**config.mk**
```make
export PLATFORM = sky130hd
export DESIGN_NAME = muxpga_cfg_loader
export DESIGN_NICKNAME = d
export VERILOG_FILES = /design/src/rtl/muxpga_cfg_pkg.sv /design/src/rtl/muxpga_cfg_crc8.sv /design/src/rtl/muxpga_cfg_loader.sv
export SDC_FILE = /design/constraint.sdc
export NUM_CORES = 1
export LEC_CHECK = 0
export ABC_AREA = 1
export CAP_MARGIN = 30
export CORE_MARGIN = 5
export CORE_UTILIZATION = 53
export DETAILED_ROUTE_END_ITERATION = 6
export GPL_ROUTABILITY_DRIVEN = 1
export PLACE_DENSITY = 0.8
export SLEW_MARGIN = 15
export SYNTH_ARGS = -nofsm -noshare
export SYNTH_HDL_FRONTEND = slang
export SYNTH_SLANG_ARGS = --single-unit
```
**constraint.sdc**
```tcl
create_clock -name clk -period 2.6 [get_ports clk]
set_clock_uncertainty 0.2 [all_clocks]
set_input_delay 0.52 -clock clk [delete_from_list [all_inputs] [get_ports clk]]
set_output_delay 0.52 -clock clk [all_outputs]
set_load 0.005 [all_outputs]
```
**src/rtl/muxpga_cfg_pkg.sv**
```systemverilog
// Shared types and helpers for the muxpga configuration loader.
// Holds the loader state encoding, the CRC-8 polynomial and byte/CRC helper functions.
package muxpga_cfg_pkg;

    typedef enum logic [2:0] {
        ST_IDLE     = 3'd0,
        ST_FETCH    = 3'd1,
        ST_SHIFT_LO = 3'd2,
        ST_SHIFT_HI = 3'd3,
        ST_LATCH    = 3'd4,
        ST_DONE     = 3'd5
    } cfg_state_e;

    localparam logic [7:0] CRC8_POLY = 8'h07;

    // Number of host bytes needed to carry a chain of the given length.
    function automatic int cfg_bytes(input int bits);
        return (bits + 32'sd7) / 32'sd8;
    endfunction

    // One MSB-first step of CRC-8 with the loader polynomial.
    function automatic logic [7:0] crc8_step(input logic [7:0] crc, input logic bit_in);
        logic fb_s;
        fb_s = crc[7] ^ bit_in;
        return {crc[6:0], 1'b0} ^ (fb_s ? CRC8_POLY : 8'h00);
    endfunction

endpackage

```
**src/rtl/muxpga_cfg_crc8.sv**
```systemverilog
// Serial CRC-8 accumulator: one bit per enable, cleared at the start of a load.
module muxpga_cfg_crc8
    import muxpga_cfg_pkg::*;
(
    input  logic       clk,
    input  logic       rst,
    input  logic       clr,
    input  logic       en,
    input  logic       bit_in,
    output logic [7:0] crc
);

    logic [7:0] crc_r;

    // CRC register: clear has priority over accumulate.
    always_ff @(posedge clk or posedge rst) begin
        if (rst) begin
            crc_r <= 8'h00;
        end else if (clr) begin
            crc_r <= 8'h00;
        end else if (en) begin
            crc_r <= crc8_step(crc_r, bit_in);
        end else begin
            crc_r <= crc_r;
        end
    end

    assign crc = crc_r;

endmodule

```
**src/rtl/muxpga_cfg_loader.sv**
```systemverilog
// Byte-to-serial config chain streamer for the muxpga fabric (cfg_clk/cfg_data/cfg_latch).
// Optional trailing CRC-8 check of the shifted bits is built when MUXPGA_CFG_CRC_EN is defined.
module muxpga_cfg_loader
    import muxpga_cfg_pkg::*;
#(
    parameter int CFG_BITS = 64,
    parameter int DIV      = 2
) (
    input  logic       clk,
    input  logic       rst,
    input  logic       start,
    input  logic [7:0] in_data,
    input  logic       in_valid,
    output logic       in_ready,
    output logic       cfg_clk,
    output logic       cfg_data,
    output logic       cfg_latch,
    output logic       busy,
    output logic       done,
    output logic       err
);

    localparam int BIT_W = $clog2(cfg_bytes(CFG_BITS) * 8 + 1);
    localparam int DIV_W = (DIV > 1) ? $clog2(DIV) : 1;

    cfg_state_e       state_r;
    logic [7:0]       shreg_r;
    logic [BIT_W-1:0] bit_cnt_r;
    logic [DIV_W-1:0] div_cnt_r;
    logic             in_ready_r;
    logic             cfg_clk_r;
    logic             cfg_data_r;
    logic             cfg_latch_r;
    logic             busy_r;
    logic             done_r;
    logic             err_r;

    logic             div_last_s;
    logic [BIT_W-1:0] next_bit_s;
    logic             chain_full_s;
    logic             byte_end_s;

    assign div_last_s   = (div_cnt_r == DIV_W'(DIV - 1));
    assign next_bit_s   = bit_cnt_r + BIT_W'(1);
    assign chain_full_s = (next_bit_s == BIT_W'(CFG_BITS));
    assign byte_end_s   = (bit_cnt_r[2:0] == 3'd7);

`ifdef MUXPGA_CFG_CRC_EN
    logic       crc_clr_s;
    logic       crc_en_s;
    logic [7:0] crc_s;

    // A bit enters the CRC at the same moment it is committed to the chain.
    assign crc_clr_s = (state_r == ST_IDLE) && start;
    assign crc_en_s  = (state_r == ST_SHIFT_HI) && div_last_s;

    muxpga_cfg_crc8 u_crc8 (
        .clk    (clk),
        .rst    (rst),
        .clr    (crc_clr_s),
        .en     (crc_en_s),
        .bit_in (shreg_r[7]),
        .crc    (crc_s)
    );
`endif

    // Loader FSM; every output is a register updated alongside the state.
    always_ff @(posedge clk or posedge rst) begin
        if (rst) begin
            state_r     <= ST_IDLE;
            shreg_r     <= 8'h00;
            bit_cnt_r   <= '0;
            div_cnt_r   <= '0;
            in_ready_r  <= 1'b0;
            cfg_clk_r   <= 1'b0;
            cfg_data_r  <= 1'b0;
            cfg_latch_r <= 1'b0;
            busy_r      <= 1'b0;
            done_r      <= 1'b0;
            err_r       <= 1'b0;
        end else begin
            cfg_latch_r <= 1'b0;
            done_r      <= 1'b0;
            case (state_r)
                ST_IDLE: begin
                    if (start) begin
                        state_r    <= ST_FETCH;
                        busy_r     <= 1'b1;
                        err_r      <= 1'b0;
                        bit_cnt_r  <= '0;
                        in_ready_r <= 1'b1;
                    end
                end
                ST_FETCH: begin
                    if (in_valid) begin
                        in_ready_r <= 1'b0;
`ifdef MUXPGA_CFG_CRC_EN
                        // A full chain count here means this byte is the CRC, not payload.
                        if (bit_cnt_r == BIT_W'(CFG_BITS)) begin
                            if (in_data == crc_s) begin
                                state_r <= ST_LATCH;
                            end else begin
                                err_r   <= 1'b1;
                                state_r <= ST_DONE;
                            end
                        end else begin
                            shreg_r    <= in_data;
                            cfg_data_r <= in_data[7];
                            div_cnt_r  <= '0;
                            state_r    <= ST_SHIFT_LO;
                        end
`else
                        shreg_r    <= in_data;
                        cfg_data_r <= in_data[7];
                        div_cnt_r  <= '0;
                        state_r    <= ST_SHIFT_LO;
`endif
                    end
                end
                ST_SHIFT_LO: begin
                    if (div_last_s) begin
                        div_cnt_r <= '0;
                        cfg_clk_r <= 1'b1;
                        state_r   <= ST_SHIFT_HI;
                    end else begin
                        div_cnt_r <= div_cnt_r + DIV_W'(1);
                    end
                end
                ST_SHIFT_HI: begin
                    if (div_last_s) begin
                        div_cnt_r <= '0;
                        cfg_clk_r <= 1'b0;
                        shreg_r   <= {shreg_r[6:0], 1'b0};
                        bit_cnt_r <= next_bit_s;
                        // Chain-full check comes first so a partial last byte drops its low bits.
                        if (chain_full_s) begin
`ifdef MUXPGA_CFG_CRC_EN
                            in_ready_r <= 1'b1;
                            state_r    <= ST_FETCH;
`else
                            state_r    <= ST_LATCH;
`endif
                        end else if (byte_end_s) begin
                            in_ready_r <= 1'b1;
                            state_r    <= ST_FETCH;
                        end else begin
                            cfg_data_r <= shreg_r[6];
                            state_r    <= ST_SHIFT_LO;
                        end
                    end else begin
                        div_cnt_r <= div_cnt_r + DIV_W'(1);
                    end
                end
                ST_LATCH: begin
                    cfg_latch_r <= 1'b1;
                    state_r     <= ST_DONE;
                end
                ST_DONE: begin
                    done_r  <= 1'b1;
                    busy_r  <= 1'b0;
                    state_r <= ST_IDLE;
                end
                default: begin
                    in_ready_r <= 1'b0;
                    cfg_clk_r  <= 1'b0;
                    busy_r     <= 1'b0;
                    state_r    <= ST_IDLE;
                end
            endcase
        end
    end

    assign in_ready  = in_ready_r;
    assign cfg_clk   = cfg_clk_r;
    assign cfg_data  = cfg_data_r;
    assign cfg_latch = cfg_latch_r;
    assign busy      = busy_r;
    assign done      = done_r;
    assign err       = err_r;

endmodule

```
== Yosys cells after proc, flatten, opt, wreduce, memory -nomap -nowiden ==
Cells that the tools add are included.

* Flip-flop bits (word level): 24
* Input port bits: 12
* Output and inout bits: 7

* $add $sub $neg: 2
* Eq/ne operators: 14
* Mux-type cells: 32
* Bitwise operators: 3
* Reductions and logical operators: 16

{| class="wikitable"
|+ Operator list
! kind !! number
|-
| $mux 7 || 4
|-
| $pmux 7 s2 || 2
|-
| $mux 3 || 5
|-
| $pmux 3 s5 || 1
|-
| $mux 1 || 14
|-
| $ne 2x2->1 const B || 7
|-
| $eq 3x3->1 const B || 3
|-
| $reduce_and 3->1 || 3
|-
| $reduce_or 4->1 || 2
|-
| $add 7x1->7 const B || 1
|-
| $eq 7x7->1 const B || 1
|-
| $eq 3x2->1 const B || 2
|-
| $pmux 1 s2 || 3
|-
| $reduce_and 6->1 || 1
|-
| $reduce_bool 2->1 || 3
|-
| $reduce_and 5->1 || 1
|-
| $pmux 1 s4 || 1
|-
| $reduce_and 2->1 || 2
|-
| $reduce_and 4->1 || 1
|-
| $eq 3x1->1 const B || 1
|-
| $logic_not 3->1 || 1
|-
| $not 1->1 || 3
|-
| $pmux 1 s3 || 1
|-
| $reduce_or 3->1 || 1
|-
| other kinds (3) || 3
|}

== Longest topological paths before layout ==
Gate-level depths: netlist of run 1.

* Depth after elaboration: 5
* Gate-level depth with buffers: 11
* Gate-level depth less buffers: 11

== Least setup slack after synthesis of run 1 ==
No wires, ideal clock.

* Kind: register to register
* Start point: register bit_cnt_r[0]
* End point: register state_r[1]
* Arrival time: 1.553 ns
* Setup slack: 0.725 ns
* Stages on the path, launching flop included: 12
* Buffers on the path: 0
* Period minus slack after synthesis: 1.875 ns
* Cell sequence: dfrtp_1 ha_1 ha_1 inv_1 nand2_1 nand3b_1 nor2_1 nand2_1 nand2_1 nand2_1 nand2_1 nand2_1

* Cells in the longest elaborated chain, start to end: 5
* Elaborated cells on any way between the ends: 7
* Classes of those cells: 1 x add/sub; 2 x eq/ne; 4 x mux

{| class="wikitable"
|+ RTL lines
! what !! line !! text
|-
| start, declared || muxpga_cfg_loader.sv:28 || <nowiki>logic [BIT_W-1:0] bit_cnt_r;</nowiki>
|-
| start signal, assigned || muxpga_cfg_loader.sv:134 || <nowiki>bit_cnt_r <= next_bit_s;</nowiki>
|-
| $add 7x1->7 / $eq 3x3->1 (equally long branches) || muxpga_cfg_loader.sv:44, muxpga_cfg_loader.sv:46 ||
|-
| $eq 7x7->1 / $mux 2 (equally long branches) || muxpga_cfg_loader.sv:45, muxpga_cfg_loader.sv:143 ||
|-
| $mux 3 (*) || muxpga_cfg_loader.sv:136 || <nowiki>if (chain_full_s) begin</nowiki>
|-
| $mux 3 (*) || muxpga_cfg_loader.sv:130 || <nowiki>if (div_last_s) begin</nowiki>
|-
| $pmux 3 s5 (*) || muxpga_cfg_loader.sv:84 || <nowiki>case (state_r)</nowiki>
|-
| end signal, assigned || muxpga_cfg_loader.sv:87 || <nowiki>state_r <= ST_FETCH;</nowiki>
|-
| end signal, assigned || muxpga_cfg_loader.sv:141 || <nowiki>state_r <= ST_LATCH;</nowiki>
|-
| end signal, assigned || muxpga_cfg_loader.sv:145 || <nowiki>state_r <= ST_FETCH;</nowiki>
|-
| end, declared || muxpga_cfg_loader.sv:26 || <nowiki>cfg_state_e state_r;</nowiki>
|}

Every way passes the cells marked *; elsewhere a longest branch is shown, timed or not. The select of a mux whose other input is x is not followed.
A chain may end at the register's enable or synchronous reset.

== Worst setup path in the final report of run 1 ==
* Start point: register bit_cnt_r[0]
* End point: register cfg_data_r (netlist: cfg_data)

* Cells in the longest elaborated chain, start to end: 4
* Elaborated cells on any way between the ends: 6
* Classes of those cells: 1 x add/sub; 4 x eq/ne; 1 x reduce/logical

{| class="wikitable"
|+ RTL lines
! what !! line !! text
|-
| $add 7x1->7 || muxpga_cfg_loader.sv:44 || <nowiki>assign next_bit_s = bit_cnt_r + BIT_W'(1);</nowiki>
|-
| $eq 7x7->1 || muxpga_cfg_loader.sv:45 || <nowiki>assign chain_full_s = (next_bit_s == BIT_W'(CFG_BITS));</nowiki>
|-
| $ne 2x2->1 (no line) || - ||
|-
| $reduce_and 5->1 (no line) (*) || - ||
|-
| end signal, assigned || muxpga_cfg_loader.sv:114 || <nowiki>cfg_data_r <= in_data[7];</nowiki>
|-
| end signal, assigned || muxpga_cfg_loader.sv:147 || <nowiki>cfg_data_r <= shreg_r[6];</nowiki>
|-
| end, declared || muxpga_cfg_loader.sv:32 || <nowiki>logic cfg_data_r;</nowiki>
|}

Every way passes the cells marked *; elsewhere a longest branch is shown, timed or not.

==> flow_metrics.env, run 1 <==
export IMPL_final_antenna_net_count=0
export IMPL_pwr_share_comb_pct=44.5
export IMPL_initial_core_util_pct=53.8
export IMPL_htreeDepth=1
export IMPL_synth_cell_types=26
export IMPL_wirelength_um=2680
export IMPL_synth_largest_area_cell="dfrtp_1"
export IMPL_synthesis_area_um2=1300
export IMPL_cp_required_ps=2670
export IMPL_yosysWarnings=0
export IMPL_seq_power_share_pct=38.9
export IMPL_clockRootBuffer="clkbuf_4"
export IMPL_die_area_um2=3530
export IMPL_post_cts_buffers=0
export IMPL_antenna_found_initial=0
export IMPL_hold_ws_ps=296
export IMPL_vdd_ir_drop_max_v=0.000755
export IMPL_grt_use_total_pct=17.4
export IMPL_syn_instance_count=170
export IMPL_power_w=0.00161
export IMPL_rows=18
export IMPL_power_density_nw_per_um2=1050
export IMPL_yosys_area_top_type_share_pct=46.3
export IMPL_start_kind="register"
export IMPL_final_nets=203
export IMPL_drc=0
export IMPL_drive_gt1_share_pct=8.51
export IMPL_dp_hpwl_um=2000
export IMPL_synth_seq_cells=24
export IMPL_end_kind="register"
export IMPL_cts_resized=0
export IMPL_hp_start="div_cnt_r$_DFFE_PP0P_"
export IMPL_clock_fmax_ghz=0.477
export IMPL_holdCritPathClass="reg2reg"
export IMPL_clk_latency_ps=320
export IMPL_crit_path_max_fanout=5
export IMPL_slew_violations=0
export IMPL_io_buffers=17
export IMPL_min_period_over_period_pct=80.6
export IMPL_placed_cells=214
export IMPL_maxCapViolCount=0
export IMPL_area_growth_syn_to_layout_pct=18.2
export IMPL_worstPathArrival_ps=2170
export IMPL_worst_slack_ps=504
export IMPL_ios=19
export IMPL_grt_pass1_wl_um=4710
export IMPL_drt_iter0_markers=47
export IMPL_wl_per_cell_um=12.3
export IMPL_r2r_end="cfg_data$_DFFE_PP0P_"
export IMPL_p_sw_w=0.000680
export IMPL_clk_pin_slew_ps=140
export IMPL_routed_via_density=5.13
export IMPL_finalWeightedCongestion=0.862
export IMPL_clkPwrFrac_pct=16.7
export IMPL_p_leak_nw=0.756
export IMPL_hold_viol=0
export IMPL_ys_top_cells_by_area="dfrtp_1 46%, nand2_1 16%, nor2_1 6.9%"
export IMPL_final_cells=218
export IMPL_diodes=0
export IMPL_ys_seq_area_share_pct=46.3
export IMPL_grt_max_degree=25
export IMPL_cts_buffer_depth=2
export IMPL_vias=1119
export IMPL_r2r_cells=10
export IMPL_regToRegStartpoint="bit_cnt_r[0]$_DFFE_PP0P_"
export IMPL_cts_tree="yes"
export IMPL_grt_pass1_vias=1116
export IMPL_finalCriticalPeriod_ps=2100
export IMPL_hold_end="div_cnt_r$_DFFE_PP0P_"
export IMPL_internal_power_w=0.000929
export IMPL_die_w_um=59.5
export IMPL_hold_depth=2
export IMPL_mostFrequentLayoutCell="nand2_1"
export IMPL_core_um2=2410
export IMPL_tns_ps=0
export IMPL_cts_hold_buf=0
export IMPL_grt_overflow_total=0
export IMPL_setup_viol=0
export IMPL_dr_pass1_iters=4
export IMPL_path_class="reg2reg"
export IMPL_synth_nets=184
export IMPL_rsz0062_at_grt="false"
export IMPL_switching_share_pct=42.3
export IMPL_cts_num_sinks=24
export IMPL_pre_cts_ws_ps=408
export IMPL_final_cell_mix="54 x nand2_1, 24 x nor2_1, 24 x dfrtp_1, 17 x clkdlybuf4s50_1, 15 x inv_1"
export IMPL_syn_mean_instance_area_um2=7.62
export IMPL_cts_buffers=3
export IMPL_reg2reg_setup_slack_ps=500
export IMPL_status="complete, no violations"
export IMPL_die_height_um=59.5
state kept, by name, indices dropped and copies added, names as in the netlist:
name / cells
cfg_clk: 1
done: 1
bit_cnt_r: 7
busy: 1
in_ready: 1
cfg_data: 1
cfg_latch: 1
shreg_r: 7
div_cnt_r: 1
state_r: 3
metal layers:
layer	up-vias	part of all wire, %	GRT usage [%]
met1	502	43	22.2
met3	4	6.4	3.05
met2	37	49	28.2
met5	-	0	0
li1	576	-	-
met4	0	1.3	8.41
metrics by stage:
step	util (%)	cell area (µm²)
final	63.6	1530
after global routing	63.6	1530
after CTS	63.6	1530
after detailed placement	61.4	1480
after global placement	61.4	1480
after floorplan	-	1300
power groups by stage:
stage	Clock, W	Sequential [W]	Combinational (W)
finish	0.000268	0.000625	0.000716
global route	0.000289	0.000638	0.000824
CTS	0.000276	0.000622	0.000718
detailed placement	0	0.000628	0.000714
global placement	0	0.000622	0.000683
floorplan	0	0.000591	0.000586
cell families (layout without fill, tap and decap cells):
logic type      Yosys count  count (layout)  synth area share, %
compound gates           22              22                 10.7
xor+xnor                  1               1                0.676
simple gates             98              98                 32.4
other cells               1               1                0.289
buf+inv                  22              40                 7.62
fa+ha+maj                 2               2                 1.93
flops                    24              24                 46.3
worst max-delay path by stage:
stage	slack (ps)	end	startpoint
after global placement	540	cfg_data$_DFFE_PP0P_	in_valid
after CTS	520	cfg_data$_DFFE_PP0P_	bit_cnt_r[0]$_DFFE_PP0P_
after floorplan	730	state_r[1]$_DFFE_PP0P_	bit_cnt_r[0]$_DFFE_PP0P_
after global routing	320	state_r[1]$_DFFE_PP0P_	bit_cnt_r[0]$_DFFE_PP0P_
final	500	cfg_data$_DFFE_PP0P_	bit_cnt_r[0]$_DFFE_PP0P_
after detailed placement	410	cfg_data$_DFFE_PP0P_	in_valid
cell type report:
class                      instances  area, µm²
timing repair buffer              18        178
tap                               30       37.5
clock inverter                     1       30.0
clock buffer                       3       22.5
multi-input combinational        124        597
fill                             212        877
sequential                        24        601
inverter                          18       67.6
cell usage after synthesis, drive strengths merged:
cell type / n
nor3: 1
a21oi: 1
buf: 4
o31ai: 6
o22ai: 1
conb: 1
o21ai: 13
xor2: 1
nand3: 14
ha: 2
o21bai: 1
nor2: 26
inv: 18
nand2: 55
dfrtp: 24
nand4: 1
nand3b: 1
worst max-delay path: stages (launching register included):
cell	delay, ps
dfrtp_1	450
ha_1	290
ha_1	290
inv_1	70
nand2_1	50
nand3b_1	150
nor2_1	180
nand3_2	160
nand2_1	90
nand2_1	60
nand2_1	60
Power figures use the tool's default switching activity.
==> inputs of run 2 (changes only) <==
Clock period 2.6 ns to 2.16 ns, I/O delays scaled along.
==> run 2 against run 1 <==
Compared with the run above:
- via count rose by 1.1%
- register-to-register slack got worse by 300 ps
- critical path depth rose by 1
- critical path type unchanged
- largest power group unchanged
==> flow_metrics.env, run 2 (synthesis gave the netlist of run 1 again) <==
export IMPL_status="complete, no violations"
export IMPL_final_nets=205
export IMPL_antenna_found_initial=0
export IMPL_finalCriticalPeriod_ps=1960
export IMPL_slowest_delay_ps=440
export IMPL_min_period_over_period_pct=90.7
export IMPL_reg_top3="bit_cnt_r (7), shreg_r (7), state_r (3)"
export IMPL_worstPathCellList="ha_2 -> ha_1 -> inv_1 -> nand2_1 -> nand3b_1 -> nor2_2 -> nand2_1 -> nand2_1 -> nand2_1 -> nand2_1 -> nand2_1"
export IMPL_ios=19
export IMPL_io_buffers=17
export IMPL_crit_top_cell="nand2_1"
export IMPL_final_cell_mix="54 x nand2_1, 24 x dfrtp_1, 23 x nor2_1, 17 x clkdlybuf4s50_1, 15 x inv_1"
export IMPL_drc=0
export IMPL_worstPathArrival_ps=1970
export IMPL_vias=1131
export IMPL_die_w_um=59.5
export IMPL_crit_path_max_fanout=5
export IMPL_path_class="reg2reg"
export IMPL_grt_max_degree=25
export IMPL_grt_overflow_total=0
export IMPL_start_kind="register"
export IMPL_core_um2=2410
export IMPL_clk_latency_ps=320
export IMPL_drive_gt1_share_pct=10.5
export IMPL_area_growth_syn_to_layout_pct=18.5
export IMPL_power_density_nw_per_um2=1230
export IMPL_clockRootBuffer="clkbuf_4"
export IMPL_cts_buffer_depth=2
export IMPL_routed_via_density=5.14
export IMPL_critPathBufInv=1
export IMPL_finalWeightedCongestion=0.873
export IMPL_mostFrequentLayoutCell="nand2_1"
export IMPL_cp_top_family="simple AND/OR/NAND/NOR gates"
export IMPL_clock_fmax_ghz=0.511
export IMPL_cts_num_sinks=24
export IMPL_cp_required_ps=2180
export IMPL_final_antenna_net_count=0
export IMPL_die_area_um2=3530
export IMPL_slew_violations=0
export IMPL_holdCritPathClass="in2async"
export IMPL_grt_pass1_wl_um=4460
export IMPL_setup_viol=0
export IMPL_diodes=0
export IMPL_rows=18
export IMPL_htreeDepth=1
export IMPL_wirelength_um=2680
export IMPL_drt_iter0_markers=54
export IMPL_wl_per_cell_um=12.2
export IMPL_grt_use_total_pct=16.6
export IMPL_grt_pass1_vias=1058
export IMPL_p_leak_nw=0.756
export IMPL_vdd_ir_drop_max_v=0.000726
export IMPL_cts_hold_buf=0
export IMPL_maxCapViolCount=0
export IMPL_cts_buffers=3
export IMPL_dr_pass1_iters=4
export IMPL_slowest_stage="dfrtp_1"
export IMPL_cts_tree="yes"
export IMPL_end_kind="register"
export IMPL_rsz0062_at_grt="false"
export IMPL_hold_viol=0
export IMPL_die_height_um=59.5
export IMPL_power_w=0.00188
export IMPL_initial_core_util_pct=53.8
export IMPL_dp_hpwl_um=2010
export IMPL_tns_ps=0
export IMPL_clk_pin_slew_ps=130
## run 2: where the power goes
group	leakage [nW]	internal, W	switching, W
registers	0.306	0.000619	0.000130
clock network	0.0210	0.000103	0.000138
logic	0.429	0.000336	0.000557
## run 2: worst paths after layout
kind / from / endpoint / slack (ps) / cells after the start
worst max register to register: bit_cnt_r[0]$_DFFE_PP0P_ / state_r[1]$_DFFE_PP0P_ / 200 / 11
worst max-delay path: bit_cnt_r[0]$_DFFE_PP0P_ / state_r[1]$_DFFE_PP0P_ / 200 / 11
worst min-delay path: rst / shreg_r[2]$_DFFE_PP0P_ / 230 / 3
max in group asynchronous: rst / shreg_r[5]$_DFFE_PP0P_ / 1300 / 3
min in group clk: div_cnt_r$_DFFE_PP0P_ / div_cnt_r$_DFFE_PP0P_ / 290 / 2
worst min register to register: div_cnt_r$_DFFE_PP0P_ / div_cnt_r$_DFFE_PP0P_ / 290 / 2
## run 2: worst reg2reg max path: stages (launching register included)
cell	delay, ps
dfrtp_1	440
ha_2	230
ha_1	270
inv_1	70
nand2_1	50
nand3b_1	160
nor2_2	150
nand2_1	90
nand2_1	60
nand2_1	40
nand2_1	50
nand2_1	50
## run 2: final cells by class
class / count / area [µm²]
Inverter: 18 / 67.6
Clock buffer: 4 / 36.3
Fill cell: 213 / 873
Tap cell: 30 / 37.5
Timing Repair Buffer: 20 / 193
Sequential cell: 24 / 601
Multi-Input combinational cell: 124 / 602
## run 2: timing repair
action	in CTS	in global routing
hold endpoints to repair	0	0
resized for setup	0	2
endpoints found under the setup margin	0	5
setup buffers	0	1
## run 2: metal layers
metal / vias up / GRT usage (%) / wire length, µm
li1: 583 / - / -
met1: 515 / 20.2 / 1200
met2: 28 / 28.7 / 1310
met3: 5 / 2.61 / 132
met4: 0 / 7.12 / 42
met5: - / 0 / 0
## run 2: metrics by stage
step | cell area (µm²) | utilization, % | hold WS (ps) | std cells | setup WS [ps]
finish | 1540 | 63.8 | 231 | 220 | 201
global route | 1540 | 63.8 | 267 | 220 | 11.3
CTS | 1520 | 63.2 | 239 | 219 | 107
detailed placement | 1490 | 61.7 | 263 | 215 | 142
global placement | 1490 | 61.7 | 257 | 215 | 201
floorplan | 1300 | - | 241 | 170 | 285
